## src/rtl/vedic_mac_accumulator.sv

```systemverilog
// Accumulates N_TERMS unsigned 8-bit products from the Vedic multiplier into a
// wide register, then holds the dot-product result until it is cleared.
module vedic_mac_accumulator #(
    parameter int ACC_W   = 16,
    parameter int CNT_W   = 4,
    parameter int N_TERMS = 4
) (
    input  logic             clk,
    input  logic             rst_n,
    input  logic             ena,
    input  logic [7:0]       prod_in,
    input  logic             prod_valid,
    input  logic             clear,
    input  logic             byte_sel,
    output logic [ACC_W-1:0] acc_out,
    output logic [7:0]       out_byte,
    output logic [CNT_W-1:0] term_cnt,
    output logic             busy,
    output logic             done,
    output logic             overflow
);

    typedef enum logic [1:0] {
        IDLE  = 2'd0,
        ACCUM = 2'd1,
        DONE  = 2'd2
    } state_t;

    localparam logic [CNT_W-1:0] LAST_CNT = CNT_W'(N_TERMS);

    state_t           state;
    logic [ACC_W:0]   sum_ext;
    logic [CNT_W-1:0] cnt_next;
    logic [15:0]      acc_ext;

    // The extra top bit of sum_ext is the carry-out that feeds the sticky overflow.
    assign sum_ext  = {1'b0, acc_out} + {{(ACC_W - 7){1'b0}}, prod_in};
    assign cnt_next = term_cnt + CNT_W'(1);

    always_ff @(posedge clk or negedge rst_n) begin
        // NOTE: state registers use non-blocking assignments so every flop
        // samples pre-edge values, independent of statement order.
        if (!rst_n) begin
            state    <= IDLE;
            acc_out  <= '0;
            term_cnt <= '0;
            busy     <= 1'b0;
            done     <= 1'b0;
            overflow <= 1'b0;
        end else if (ena) begin
            if (clear) begin
                state    <= IDLE;
                acc_out  <= '0;
                term_cnt <= '0;
                busy     <= 1'b0;
                done     <= 1'b0;
                overflow <= 1'b0;
            end else if (prod_valid) begin
                case (state)
                    IDLE: begin
                        acc_out  <= ACC_W'(prod_in);
                        term_cnt <= CNT_W'(1);
                        overflow <= 1'b0;
                        if (N_TERMS == 1) begin
                            state <= DONE;
                            busy  <= 1'b0;
                            done  <= 1'b1;
                        end else begin
                            state <= ACCUM;
                            busy  <= 1'b1;
                            done  <= 1'b0;
                        end
                    end
                    ACCUM: begin
                        acc_out  <= sum_ext[ACC_W-1:0];
                        term_cnt <= cnt_next;
                        overflow <= overflow | sum_ext[ACC_W];
                        if (cnt_next == LAST_CNT) begin
                            state <= DONE;
                            busy  <= 1'b0;
                            done  <= 1'b1;
                        end
                    end
                    default: ; // DONE ignores further terms until cleared
                endcase
            end
        end
    end

    // Normalise the accumulator to 16 bits so the high byte zero-fills on narrow builds.
    generate
        if (ACC_W >= 16) begin : g_wide
            assign acc_ext = acc_out[15:0];
        end else begin : g_narrow
            assign acc_ext = {{(16 - ACC_W){1'b0}}, acc_out};
        end
    endgenerate

    assign out_byte = byte_sel ? acc_ext[15:8] : acc_ext[7:0];

endmodule

```

## config.mk

```make
export PLATFORM = sky130hd
export DESIGN_NAME = vedic_mac_accumulator
export DESIGN_NICKNAME = d
export VERILOG_FILES = /design/src/rtl/vedic_mac_accumulator.sv
export SDC_FILE = /design/constraint.sdc
export NUM_CORES = 1
export LEC_CHECK = 0
export CAP_MARGIN = 5
export CORE_MARGIN = 8
export CORE_UTILIZATION = 47
export CTS_BUF_LIST = sky130_fd_sc_hd__clkbuf_4
export DETAILED_ROUTE_END_ITERATION = 8
export PLACE_DENSITY = 0.83
export SYNTH_ARGS = -nofsm -noshare
export SYNTH_HDL_FRONTEND = slang
export SYNTH_SLANG_ARGS = --single-unit
```

## constraint.sdc

```tcl
create_clock -name clk -period 3.7 [get_ports clk]
set_input_delay 0.555 -clock clk [delete_from_list [all_inputs] [get_ports clk]]
set_output_delay 0.555 -clock clk [all_outputs]
set_load 0.02 [all_outputs]
```

==> metrics.txt, run 1 <==
# TYPE chip_impl_metric gauge
chip_impl_metric{name="timing.final.hold_violations",unit=""} 0
chip_impl_info{name="ys_top_cells_by_count",value="23 x sky130_fd_sc_hd__dfrtp_1, 21 x sky130_fd_sc_hd__nand2_1, 16 x sky130_fd_sc_hd__a21oi_1"} 1
chip_impl_metric{name="clock_insertion_delay_worst_skew",unit="ns"} 0.31
chip_impl_info{name="hold_path.class",value="reg2reg"} 1
chip_impl_metric{name="synth-edff-count",unit=""} 0
chip_impl_metric{name="syn_inst",unit=""} 183
chip_impl_metric{name="gr-total-overflow",unit=""} 0
chip_impl_metric{name="critPathBufInv",unit=""} 2
chip_impl_metric{name="tritoncts_num_sinks",unit=""} 23
chip_impl_metric{name="yosys_warnings",unit=""} 0
chip_impl_metric{name="buffer_ports.inserted",unit=""} 44
chip_impl_info{name="status",value="complete, no violations"} 1
chip_impl_metric{name="postSynthAreaPerCell",unit="um^2"} 8.93
chip_impl_metric{name="ys_ff_latch",unit=""} 23
chip_impl_info{name="worst_setup_path_end_kind",value="output pin"} 1
chip_impl_metric{name="yosys.area.top_type_share",unit="%"} 35.2
chip_impl_metric{name="seq_area",unit="um^2"} 576
chip_impl_metric{name="drive_gt1_share",unit="%"} 7.11
chip_impl_metric{name="worstPathRequired",unit="ns"} 3.14
chip_impl_metric{name="cts.clk_slew.worst_paths",unit="ns"} 0.13
chip_impl_info{name="synth.top_cells.by_area",value="sky130_fd_sc_hd__dfrtp_1 35%, sky130_fd_sc_hd__ha_1 7.7%, sky130_fd_sc_hd__mux2_2 5.5%, sky130_fd_sc_hd__a21oi_1 4.9%, sky130_fd_sc_hd__nand2_1 4.8%"} 1
chip_impl_metric{name="setup-tns-final",unit="ns"} 0
chip_impl_metric{name="max-cap-violations",unit=""} 0
chip_impl_metric{name="yosys.cell_types.count",unit=""} 42
chip_impl_metric{name="synth-seq-area-share",unit="%"} 35.2
chip_impl_info{name="busiest_layer",value="met2"} 1
chip_impl_metric{name="number_of_buffers_on_the_longest_clock_path",unit=""} 2
chip_impl_metric{name="cts_inserted_buffers",unit=""} 3
chip_impl_info{name="synthFlopType",value="sky130_fd_sc_hd__dfrtp_1"} 1
chip_impl_metric{name="gr-usage-all-layers",unit="%"} 16.9
chip_impl_metric{name="fin_worst_hold_slack",unit="ns"} 0.543
chip_impl_info{name="cts_tree",value="done"} 1
chip_impl_metric{name="post-cts-setup-buffer-count",unit=""} 0
chip_impl_metric{name="crit_arrival",unit="ns"} 2.20
chip_impl_metric{name="post_drt_wl_per_cell",unit="um"} 16.3
chip_impl_metric{name="routed-via-count",unit=""} 1570
chip_impl_info{name="cp_slowest_cell",value="sky130_fd_sc_hd__clkdlybuf4s50_1"} 1
chip_impl_metric{name="setup_viol",unit=""} 0
chip_impl_info{name="synth.largest_area_cell",value="sky130_fd_sc_hd__dfrtp_1"} 1
chip_impl_metric{name="dp_worst_setup_slack",unit="ns"} 0.746
chip_impl_metric{name="layout_worst_path_cycle_share",unit="%"} 74.5
chip_impl_metric{name="detail_route.iter0.violations",unit=""} 124
chip_impl_metric{name="floorplan.io_pins",unit=""} 45
chip_impl_metric{name="met1_usage",unit="%"} 21.0
chip_impl_metric{name="use_met2",unit="%"} 28.7
chip_impl_metric{name="starting_density_of_the_core",unit="%"} 49.0
chip_impl_metric{name="grt_pass1_wl",unit="mm"} 7.54
chip_impl_metric{name="switchingPower",unit="uW"} 260
chip_impl_metric{name="ys_async_sr_fraction",unit="%"} 100
chip_impl_metric{name="power.share.switching",unit="%"} 37.1
chip_impl_metric{name="detailed_route_wl",unit="mm"} 4.43
chip_impl_metric{name="power_leakage",unit="uW"} 0.000914
chip_impl_metric{name="antenna_violations_before_repair",unit=""} 0
chip_impl_metric{name="n_antenna_cell",unit=""} 0
chip_impl_metric{name="fill_cells",unit=""} 290
chip_impl_metric{name="power_frac_comb",unit="%"} 41.2
chip_impl_metric{name="fp-row-count",unit=""} 21
chip_impl_metric{name="final_area",unit="mm^2"} 0.00214
chip_impl_metric{name="drv_slew",unit=""} 0
chip_impl_metric{name="post_cts_resized",unit=""} 0
chip_impl_metric{name="final_antenna_net_count",unit=""} 0
chip_impl_info{name="clk_root_buffer_cell",value="sky130_fd_sc_hd__clkbuf_4"} 1
chip_impl_metric{name="post-route-drc-count",unit=""} 0
chip_impl_metric{name="worst_slew_pin_slew",unit="ns"} 1.07
chip_impl_metric{name="floorplan.die_area",unit="mm^2"} 0.00562
chip_impl_metric{name="area_added_between_synthesis_and_finish",unit="%"} 30.9
chip_impl_metric{name="die_height",unit="um"} 75.0
chip_impl_metric{name="vias_per_cell",unit=""} 5.79
chip_impl_metric{name="final.setup_skew",unit="ns"} 0.00243
chip_impl_metric{name="gp_routability_congestion",unit=""} 0.833
chip_impl_metric{name="max_freq",unit="MHz"} 363
chip_impl_metric{name="nNetsFinal",unit=""} 251
chip_impl_metric{name="detailed_place_hpwl",unit="mm"} 3.41
chip_impl_metric{name="multi_input_comb_area",unit="mm^2"} 0.00101
chip_impl_metric{name="grt_max_degree",unit=""} 24
chip_impl_metric{name="floorplan.die.width",unit="um"} 75.0
chip_impl_metric{name="cts_hold_buf",unit=""} 0
chip_impl_metric{name="clockPowerShare",unit="%"} 16.7
chip_impl_metric{name="grt_pass1_vias",unit=""} 1606
chip_impl_metric{name="finalWorstPathRequiredPeriod",unit="ns"} 2.76
chip_impl_metric{name="cellPowerDensity",unit="mW/mm^2"} 328
chip_impl_info{name="critical_path_most_common_cell",value="sky130_fd_sc_hd__clkdlybuf4s50_1"} 1
chip_impl_metric{name="maximum_vdd_drop",unit="mV"} 0.173
chip_impl_metric{name="critical_path.max_fanout",unit=""} 8
chip_impl_metric{name="groute.layer.met3.usage",unit="%"} 2.00
chip_impl_metric{name="share_seq_of_total_power",unit="%"} 42.1
chip_impl_info{name="worst-setup-path-type",value="in2out"} 1
chip_impl_metric{name="core_area",unit="mm^2"} 0.00334
chip_impl_info{name="yosys.cell_count.top_type",value="sky130_fd_sc_hd__dfrtp_1"} 1
chip_impl_metric{name="placement.cell_area",unit="mm^2"} 0.00211
chip_impl_metric{name="layout_setup_ws",unit="ns"} 0.944
chip_impl_metric{name="firstDrtPassIters",unit=""} 4
chip_impl_info{name="family_with_the_most_delay_on_the_worst_path",value="buffers and inverters"} 1
chip_impl_metric{name="max_stage_delay",unit="ns"} 0.70
chip_impl_metric{name="internal_power_contribution",unit="uW"} 442
chip_impl_info{name="critPathLaunchType",value="input port"} 1
chip_impl_metric{name="clock_tree.htree_level_count",unit=""} 1
chip_impl_info{name="grt_setup_unrepaired",value="no"} 1
chip_impl_metric{name="netlist_area",unit="mm^2"} 0.00163
chip_impl_metric{name="max_transition_margin",unit="%"} 28.6
chip_impl_metric{name="post_synthesis_net_count",unit=""} 208
chip_impl_info{name="crit_path_cell_trace",value="clkdlybuf4s50_1 > mux2_2 > clkdlybuf4s50_1"} 1
## per-layer routing
| layer | vias up | wire length, um |
|---|---|---|
| li1 | 773 | - |
| met1 | 751 | 1970 |
| met2 | 40 | 2210 |
| met3 | 6 | 196 |
| met4 | 0 | 54 |
| met5 | - | 0 |
## layout by cell type (no fill, tap or decap), types with 6 or more instances in the layout
| cell type | instances |
|---|---|
| sky130_fd_sc_hd__mux2_2 | 8 |
| sky130_fd_sc_hd__dfrtp_1 | 23 |
| sky130_fd_sc_hd__o21ai_0 | 9 |
| sky130_fd_sc_hd__ha_1 | 10 |
| sky130_fd_sc_hd__nand2_1 | 21 |
| sky130_fd_sc_hd__clkdlybuf4s50_1 | 44 |
| sky130_fd_sc_hd__nand3_1 | 9 |
| sky130_fd_sc_hd__a21oi_1 | 16 |
| sky130_fd_sc_hd__or3_1 | 6 |
| sky130_fd_sc_hd__nor2_1 | 9 |
## power groups by stage
stage | clock, uW | combinational, uW | sequential, uW
after floorplan | 0 | 158 | 317
after global placement | 0 | 287 | 300
after detailed placement | 0 | 288 | 300
after CTS | 123 | 289 | 295
after global routing | 129 | 319 | 299
final | 117 | 289 | 295
## state kept, by name, indices dropped and copies added, names as in the netlist
name / count
state: 2
term_cnt: 4
acc_out: 16
overflow: 1
## layout make-up
cell class              instances  share of cell area [%]
well taps                      46                    2.69
flip-flops and latches         23                    26.9
multi-input cells             149                    47.5
clock inverters                 1                   0.234
repair buffers                 45                    20.9
clock buffers                   3                    1.05
inverters                       4                   0.702
## stage by stage
step                      util [%]  cells  total power [uW]
after floorplan                  -    183               475
after global placement        63.3    267               587
after detailed placement      63.3    267               588
after CTS                     64.1    271               707
after global routing          64.1    271               747
final                         64.1    271               702
## path summary, 6_finish.rpt
check / from / endpoint / slack (ns) / cells after the start
worst max-delay path: byte_sel / out_byte[6] / 0.94 / 3
min in group asynchronous: rst_n / term_cnt[3] / 0.81 / 1
worst max register to register: acc_out[0] / overflow / 1.31 / 7
max in group asynchronous: rst_n / acc_out[10] / 2.26 / 1
worst min-delay path: overflow / overflow / 0.54 / 1
worst min register to register: overflow / overflow / 0.54 / 1
## logic make-up after synthesis
family / count (synthesis) / synth area share (%)
AOI/OAI and AO/OA: 57 / 23.0
xor gates and xnor gates: 3 / 1.61
adders and majority gates: 11 / 8.88
buffers and inverters: 11 / 2.68
DFF: 23 / 35.2
muxes: 10 / 6.74
and+or+nand+nor: 68 / 21.8
Power figures use the tool's default switching activity.
==> run 2: changes to the inputs <==
==> constraint.sdc (replaced) <==
create_clock -name clk -period 2.9 [get_ports clk]
set_input_delay 0.435 -clock clk [delete_from_list [all_inputs] [get_ports clk]]
set_output_delay 0.435 -clock clk [all_outputs]
set_load 0.02 [all_outputs]
==> run 2 against run 1 <==
Against the previous run: final cell count rose by 1.5%; hold slack got worse by 0.093 ns; highest routed layer unchanged; clock power rose by 42%; flip-flop and latch count did not move; clock-buffer cell count rose by 1; sequential share of layout area fell by 0.40 points; utilization rose by 0.97 points; power rose by 31%; die area did not move; via count rose by 2.2%; combinational power rose by 30%.
==> metrics.txt, run 2 (synthesis gave the netlist of run 1 again) <==
# TYPE chip_impl_metric gauge
chip_impl_info{name="status",value="complete, no violations"} 1
chip_impl_metric{name="clock_tree.htree_level_count",unit=""} 1
chip_impl_metric{name="placed_cells",unit=""} 271
chip_impl_metric{name="cts.clk_slew.worst_paths",unit="ns"} 0.13
chip_impl_metric{name="critical_path.max_fanout",unit=""} 8
chip_impl_metric{name="routedLengthMet1",unit="mm"} 1.94
chip_impl_info{name="clk_root_buffer_cell",value="sky130_fd_sc_hd__clkbuf_4"} 1
chip_impl_metric{name="gp_routability_congestion",unit=""} 0.891
chip_impl_metric{name="grt_max_degree",unit=""} 26
chip_impl_metric{name="drv_slew",unit=""} 0
chip_impl_info{name="grt_setup_unrepaired",value="no"} 1
chip_impl_metric{name="nNetsFinal",unit=""} 255
chip_impl_info{name="layout.cells.most_common_list",value="44 x sky130_fd_sc_hd__clkdlybuf4s50_1, 23 x sky130_fd_sc_hd__dfrtp_1, 21 x sky130_fd_sc_hd__nand2_1"} 1
chip_impl_metric{name="worst_slew_pin_slew",unit="ns"} 0.616
chip_impl_metric{name="final_area",unit="mm^2"} 0.00217
chip_impl_info{name="reg_top3",value="acc_out (16), term_cnt (4), state (2)"} 1
chip_impl_metric{name="area_added_between_synthesis_and_finish",unit="%"} 32.8
chip_impl_metric{name="grt_pass1_vias",unit=""} 1547
chip_impl_metric{name="max_stage_delay",unit="ns"} 0.69
chip_impl_metric{name="floorplan.die.width",unit="um"} 75.0
chip_impl_metric{name="detail_route.iter0.violations",unit=""} 119
chip_impl_metric{name="starting_density_of_the_core",unit="%"} 49.0
chip_impl_metric{name="tritoncts_num_sinks",unit=""} 23
chip_impl_metric{name="detailed_route_wirelength_on_metal2",unit="mm"} 2.28
chip_impl_metric{name="final_antenna_net_count",unit=""} 0
chip_impl_metric{name="core_area",unit="mm^2"} 0.00334
chip_impl_metric{name="timing.final.hold_violations",unit=""} 0
chip_impl_metric{name="post_drt_wl_per_cell",unit="um"} 16.4
chip_impl_metric{name="setup-tns-final",unit="ns"} 0
chip_impl_info{name="worst-setup-path-type",value="in2out"} 1
chip_impl_metric{name="drive_gt1_share",unit="%"} 8.73
chip_impl_info{name="critical_path_most_common_cell",value="sky130_fd_sc_hd__clkdlybuf4s50_1"} 1
chip_impl_info{name="crit_path_cell_trace",value="clkdlybuf4s50_1 > mux2_2 > clkdlybuf4s50_1"} 1
chip_impl_metric{name="finalWorstPathRequiredPeriod",unit="ns"} 2.51
chip_impl_metric{name="buffer_ports.inserted",unit=""} 44
chip_impl_metric{name="number_of_buffers_on_the_longest_clock_path",unit=""} 2
chip_impl_metric{name="routed-via-count",unit=""} 1604
chip_impl_metric{name="vias_per_cell",unit=""} 5.83
chip_impl_metric{name="maximum_vdd_drop",unit="mV"} 0.202
chip_impl_metric{name="n_antenna_cell",unit=""} 0
chip_impl_metric{name="crit_arrival",unit="ns"} 2.07
chip_impl_metric{name="power_leakage",unit="uW"} 0.000934
chip_impl_metric{name="cts_hold_buf",unit=""} 0
chip_impl_metric{name="wl_met3",unit="um"} 198
chip_impl_metric{name="fin_cells",unit=""} 275
chip_impl_metric{name="grt_pass1_wl",unit="mm"} 7.25
chip_impl_metric{name="setup_viol",unit=""} 0
chip_impl_metric{name="layout_worst_path_cycle_share",unit="%"} 86.5
chip_impl_info{name="worst_setup_path_end_kind",value="output pin"} 1
chip_impl_metric{name="worstPathRequired",unit="ns"} 2.47
chip_impl_metric{name="clock_insertion_delay_worst_skew",unit="ns"} 0.32
chip_impl_metric{name="detailed_place_hpwl",unit="mm"} 3.48
chip_impl_info{name="cts_tree",value="done"} 1
chip_impl_metric{name="largest_register_ff_count",unit=""} 16
chip_impl_metric{name="gr-usage-all-layers",unit="%"} 16.7
chip_impl_metric{name="cellPowerDensity",unit="mW/mm^2"} 424
chip_impl_info{name="route.top_layer_used",value="met4"} 1
chip_impl_metric{name="floorplan.die_area",unit="mm^2"} 0.00562
chip_impl_metric{name="seq_area",unit="um^2"} 576
chip_impl_metric{name="max-cap-violations",unit=""} 0
chip_impl_metric{name="post_cts_resized",unit=""} 0
chip_impl_metric{name="floorplan.io_pins",unit=""} 45
chip_impl_info{name="mostFrequentLayoutCell",value="sky130_fd_sc_hd__clkdlybuf4s50_1"} 1
chip_impl_metric{name="antenna_violations_before_repair",unit=""} 0
chip_impl_metric{name="fp-row-count",unit=""} 21
chip_impl_metric{name="placement.cell_area",unit="mm^2"} 0.00214
chip_impl_info{name="cp_slowest_cell",value="sky130_fd_sc_hd__clkdlybuf4s50_1"} 1
chip_impl_metric{name="post-cts-setup-buffer-count",unit=""} 0
chip_impl_metric{name="cts_inserted_buffers",unit=""} 3
chip_impl_metric{name="fill_cells",unit=""} 295
chip_impl_info{name="hold_path.class",value="in2async"} 1
chip_impl_metric{name="layout.core_utilization",unit="%"} 65.1
chip_impl_metric{name="gr-total-overflow",unit=""} 0
chip_impl_metric{name="total_power",unit="uW"} 921
chip_impl_metric{name="max_transition_margin",unit="%"} 58.6
chip_impl_metric{name="firstDrtPassIters",unit=""} 4
chip_impl_metric{name="max_freq",unit="MHz"} 399
chip_impl_metric{name="post-route-drc-count",unit=""} 0
chip_impl_metric{name="die_height",unit="um"} 75.0
chip_impl_metric{name="multi_input_comb_area",unit="mm^2"} 0.00101
chip_impl_metric{name="detailed_route_wl",unit="mm"} 4.52
chip_impl_metric{name="final.setup_skew",unit="ns"} 0.00181
chip_impl_info{name="critPathLaunchType",value="input port"} 1
chip_impl_info{name="regMostFlops",value="acc_out"} 1
[run 2: per-layer routing]
metal  up-vias  track usage, %
li1        782               -
met1       769            20.0
met2        44            28.7
met3         9            2.40
met4         0            7.39
met5         -               0
[run 2: final timing paths]
path	slack (ns)	to	startpoint	cells after the start
hold reg to reg	0.56	overflow	overflow	1
setup / recovery	0.39	out_byte[6]	byte_sel	3
hold / removal	0.45	term_cnt[1]	rst_n	2
setup reg to reg	0.58	acc_out[12]	acc_out[0]	7
max in group asynchronous	2.21	term_cnt[0]	rst_n	2
min in group clk	0.56	overflow	overflow	1
[run 2: cell type report]
class                      instances  area share (%)
inverter                           4           0.692
tap                               46            2.65
timing repair buffer              49            22.0
multi-input combinational        149            46.7
clock buffer                       4            1.38
sequential                        23            26.5
[run 2: critical path: cells and delay by family]
kind     cells  cell delay [ns]
buf+inv      2             1.23
mux          1             0.40
[run 2: where the power goes]
group / internal, uW / switching [uW] / total [uW]
clock: 63.4 / 103 / 166
combinational: 175 / 202 / 377
sequential: 344 / 33.1 / 377
total: 582 / 339 / 921
[run 2: through the flow]
step | setup slack (ns) | hold WS (ns)
global placement | 0.199 | 0.494
CTS | 0.385 | 0.463
global route | 0.328 | 0.450
detailed placement | 0.153 | 0.522
finish | 0.393 | 0.450
floorplan | 0.669 | 0.139
==> RTL change (config.mk and constraints of run 2) <==
Register the output `term_cnt` once more; this adds one clock of latency there. The other outputs are not delayed to match.
--- a/src/rtl/vedic_mac_accumulator.sv
+++ b/src/rtl/vedic_mac_accumulator.sv
@@ -28,6 +28,8 @@
 
     localparam logic [CNT_W-1:0] LAST_CNT = CNT_W'(N_TERMS);
 
+    logic [CNT_W-1:0] term_cnt_s0;
+
     state_t           state;
     logic [ACC_W:0]   sum_ext;
     logic [CNT_W-1:0] cnt_next;
@@ -35,7 +37,7 @@
 
     // The extra top bit of sum_ext is the carry-out that feeds the sticky overflow.
     assign sum_ext  = {1'b0, acc_out} + {{(ACC_W - 7){1'b0}}, prod_in};
-    assign cnt_next = term_cnt + CNT_W'(1);
+    assign cnt_next = term_cnt_s0 + CNT_W'(1);
 
     always_ff @(posedge clk or negedge rst_n) begin
         // NOTE: state registers use non-blocking assignments so every flop
@@ -43,7 +45,7 @@
         if (!rst_n) begin
             state    <= IDLE;
             acc_out  <= '0;
-            term_cnt <= '0;
+            term_cnt_s0 <= '0;
             busy     <= 1'b0;
             done     <= 1'b0;
             overflow <= 1'b0;
@@ -51,7 +53,7 @@
             if (clear) begin
                 state    <= IDLE;
                 acc_out  <= '0;
-                term_cnt <= '0;
+                term_cnt_s0 <= '0;
                 busy     <= 1'b0;
                 done     <= 1'b0;
                 overflow <= 1'b0;
@@ -59,7 +61,7 @@
                 case (state)
                     IDLE: begin
                         acc_out  <= ACC_W'(prod_in);
-                        term_cnt <= CNT_W'(1);
+                        term_cnt_s0 <= CNT_W'(1);
                         overflow <= 1'b0;
                         if (N_TERMS == 1) begin
                             state <= DONE;
@@ -73,7 +75,7 @@
                     end
                     ACCUM: begin
                         acc_out  <= sum_ext[ACC_W-1:0];
-                        term_cnt <= cnt_next;
+                        term_cnt_s0 <= cnt_next;
                         overflow <= overflow | sum_ext[ACC_W];
                         if (cnt_next == LAST_CNT) begin
                             state <= DONE;
@@ -98,5 +100,9 @@
 
     assign out_byte = byte_sel ? acc_ext[15:8] : acc_ext[7:0];
 
+    always_ff @(posedge clk) begin
+        term_cnt <= term_cnt_s0;
+    end
+
 endmodule
 
Check against the original RTL: not equivalent (a bounded check fails within 4 cycles, from zero or initial values and one cycle with rst_n low).
==> RTL change against run 2 <==
Final area up 5.2%; total power up 9.4%; synthesized area up 7.7%; worst setup slack worse by 0.025 ns; worst hold slack worse by 0.027 ns; global-route usage down 1.5 points; critical path depth unchanged; sequential cell count up 4; routed wire length down 1.6%; critical path type unchanged; highest routed layer unchanged.
==> RTL change: results (changes against run 2) <==
metric;value;unit;change
share of layout cells above drive strength 1;12.9;%;+4.1 points
mux cell area share after synthesis;7.46;%;+0.72 points
Peak VDD IR;0.208;mV;+3.2%
main area contributors after synthesis;dfrtp_1 (33%), ha_1 (7.1%), mux2_2 (5.8%);;
Starting DRT DRC Count;169;;+42%
Vias;1598;;-0.37%
dpl hpwl;3.49;mm;+0.24%
first-pass GRT wire length;7.60;mm;+4.9%
Worst path max stage delay;0.71;ns;+0.02 ns
Routed met3 length;268;microns;+35%
post-synthesis sequential area ratio;37.2;%;+2.0 points
most frequent cells after synthesis;dfrtp_1 (23), nand2_1 (23), o21ai_0 (14);;
nets@finish;259;;+1.6%
post-CTS setup buffer count;0;;unchanged
Slowest cell on crit path;clkdlybuf4s50_1;;
Slew HR;68.2;%;+9.6 points
top flop regs;acc_out: 16 flops, term_cnt: 4 flops, term_cnt_s0: 4 flops;;
fillers;319;;+8.1%
pin count of the biggest net entering global routing;24;;-7.7%
Pleak;1.00;nW;+7.1%
DRT met1 WL;1.85;mm;-4.7%
xor/xnor cell area share of the yosys netlist;3.48;%;+1.9 points
adder-cell area share of the yosys netlist;8.24;%;-0.64 points
GPL Wtd Cong;0.848;;-4.8%
met2 wire length;2.25;mm;-0.97%
crit path DAT;2.10;ns;+0.03 ns
asr flop ratio synth;85.2;%;-15 points
cts repair resizes;0;;unchanged
Final Skew;0.0100;ns;+0.00822 ns
DR WL/cell;15.8;microns;-3.7%
Reg clk slew, reported paths;0.16;ns;+0.03 ns
Compound-Gate Fraction of Synth Area;22.5;%;-0.52 points
syn nets;212;;+1.9%
status;finished, final reports clean;;
total track usage;15.2;%;-1.5 points
Clk Latency, worst-skew pair;0.34;ns;+0.02 ns
Netlist cell types;45;;+7.1%
RTL change: area by class of cell:
class                           instances  area (sq um)  area share (%)
Timing Repair Buffer                   48           470            20.6
Inverter                                1          3.75           0.164
Clock buffer                            3          22.5           0.986
Tap cell                               48          60.1            2.63
Clock inverter                          1          7.51           0.329
Sequential cell                        27           656            28.7
Multi-Input combinational cell        153          1060            46.6
RTL change: worst paths after layout:
kind,startpoint,to,slack [ns],depth (start not counted)
max,byte_sel,out_byte[1],0.37,3
min,rst_n,term_cnt_s0[2],0.42,2
max reg2reg,acc_out[0],acc_out[12],0.78,8
min reg2reg,term_cnt_s0[2],term_cnt[2],0.46,0
max in group asynchronous,rst_n,acc_out[3],2.25,2
min in group clk,term_cnt_s0[2],term_cnt[2],0.46,0
RTL change: cell families (layout without fill, tap and decap cells):
group / Yosys count / after routing
and+or+nand+nor: 64 / 64
AOI/OAI and AO/OA: 59 / 59
DFF: 27 / 27
muxes: 12 / 12
adders and majority gates: 11 / 11
xor gates and xnor gates: 7 / 7
buffers and inverters: 7 / 53
RTL change: metrics by stage:
step | util (%) | instance area (sq um) | std cells | worst slack [ns]
4_1_cts | 62.9 | 2280 | 281 | 0.363
2_1_floorplan | - | 1760 | 187 | 0.841
3_5_place_dp | 62.1 | 2250 | 277 | 0.327
6_report | 62.9 | 2280 | 281 | 0.368
5_1_grt | 62.9 | 2280 | 281 | 0.334
3_3_place_gp | 62.1 | 2250 | 277 | 0.359
RTL change: worst max-delay path, delay by kind of cell:
| kind | cells | cell delay (ns) |
|---|---|---|
| muxes | 1 | 0.40 |
| buffers and inverters | 2 | 1.26 |
RTL change: power by group:
| group | switching [mW] | internal [mW] |
|---|---|---|
| logic | 0.213 | 0.185 |
| registers | 0.0350 | 0.402 |
| clock network | 0.120 | 0.0530 |
| total | 0.367 | 0.640 |
RTL change: routing by layer:
| metal | vias to the layer above | GRT usage [%] |
|---|---|---|
| met5 | - | 0 |
| met4 | 0 | 5.66 |
| met3 | 7 | 2.91 |
| met2 | 56 | 26.1 |
| met1 | 757 | 18.2 |
| li1 | 778 | - |
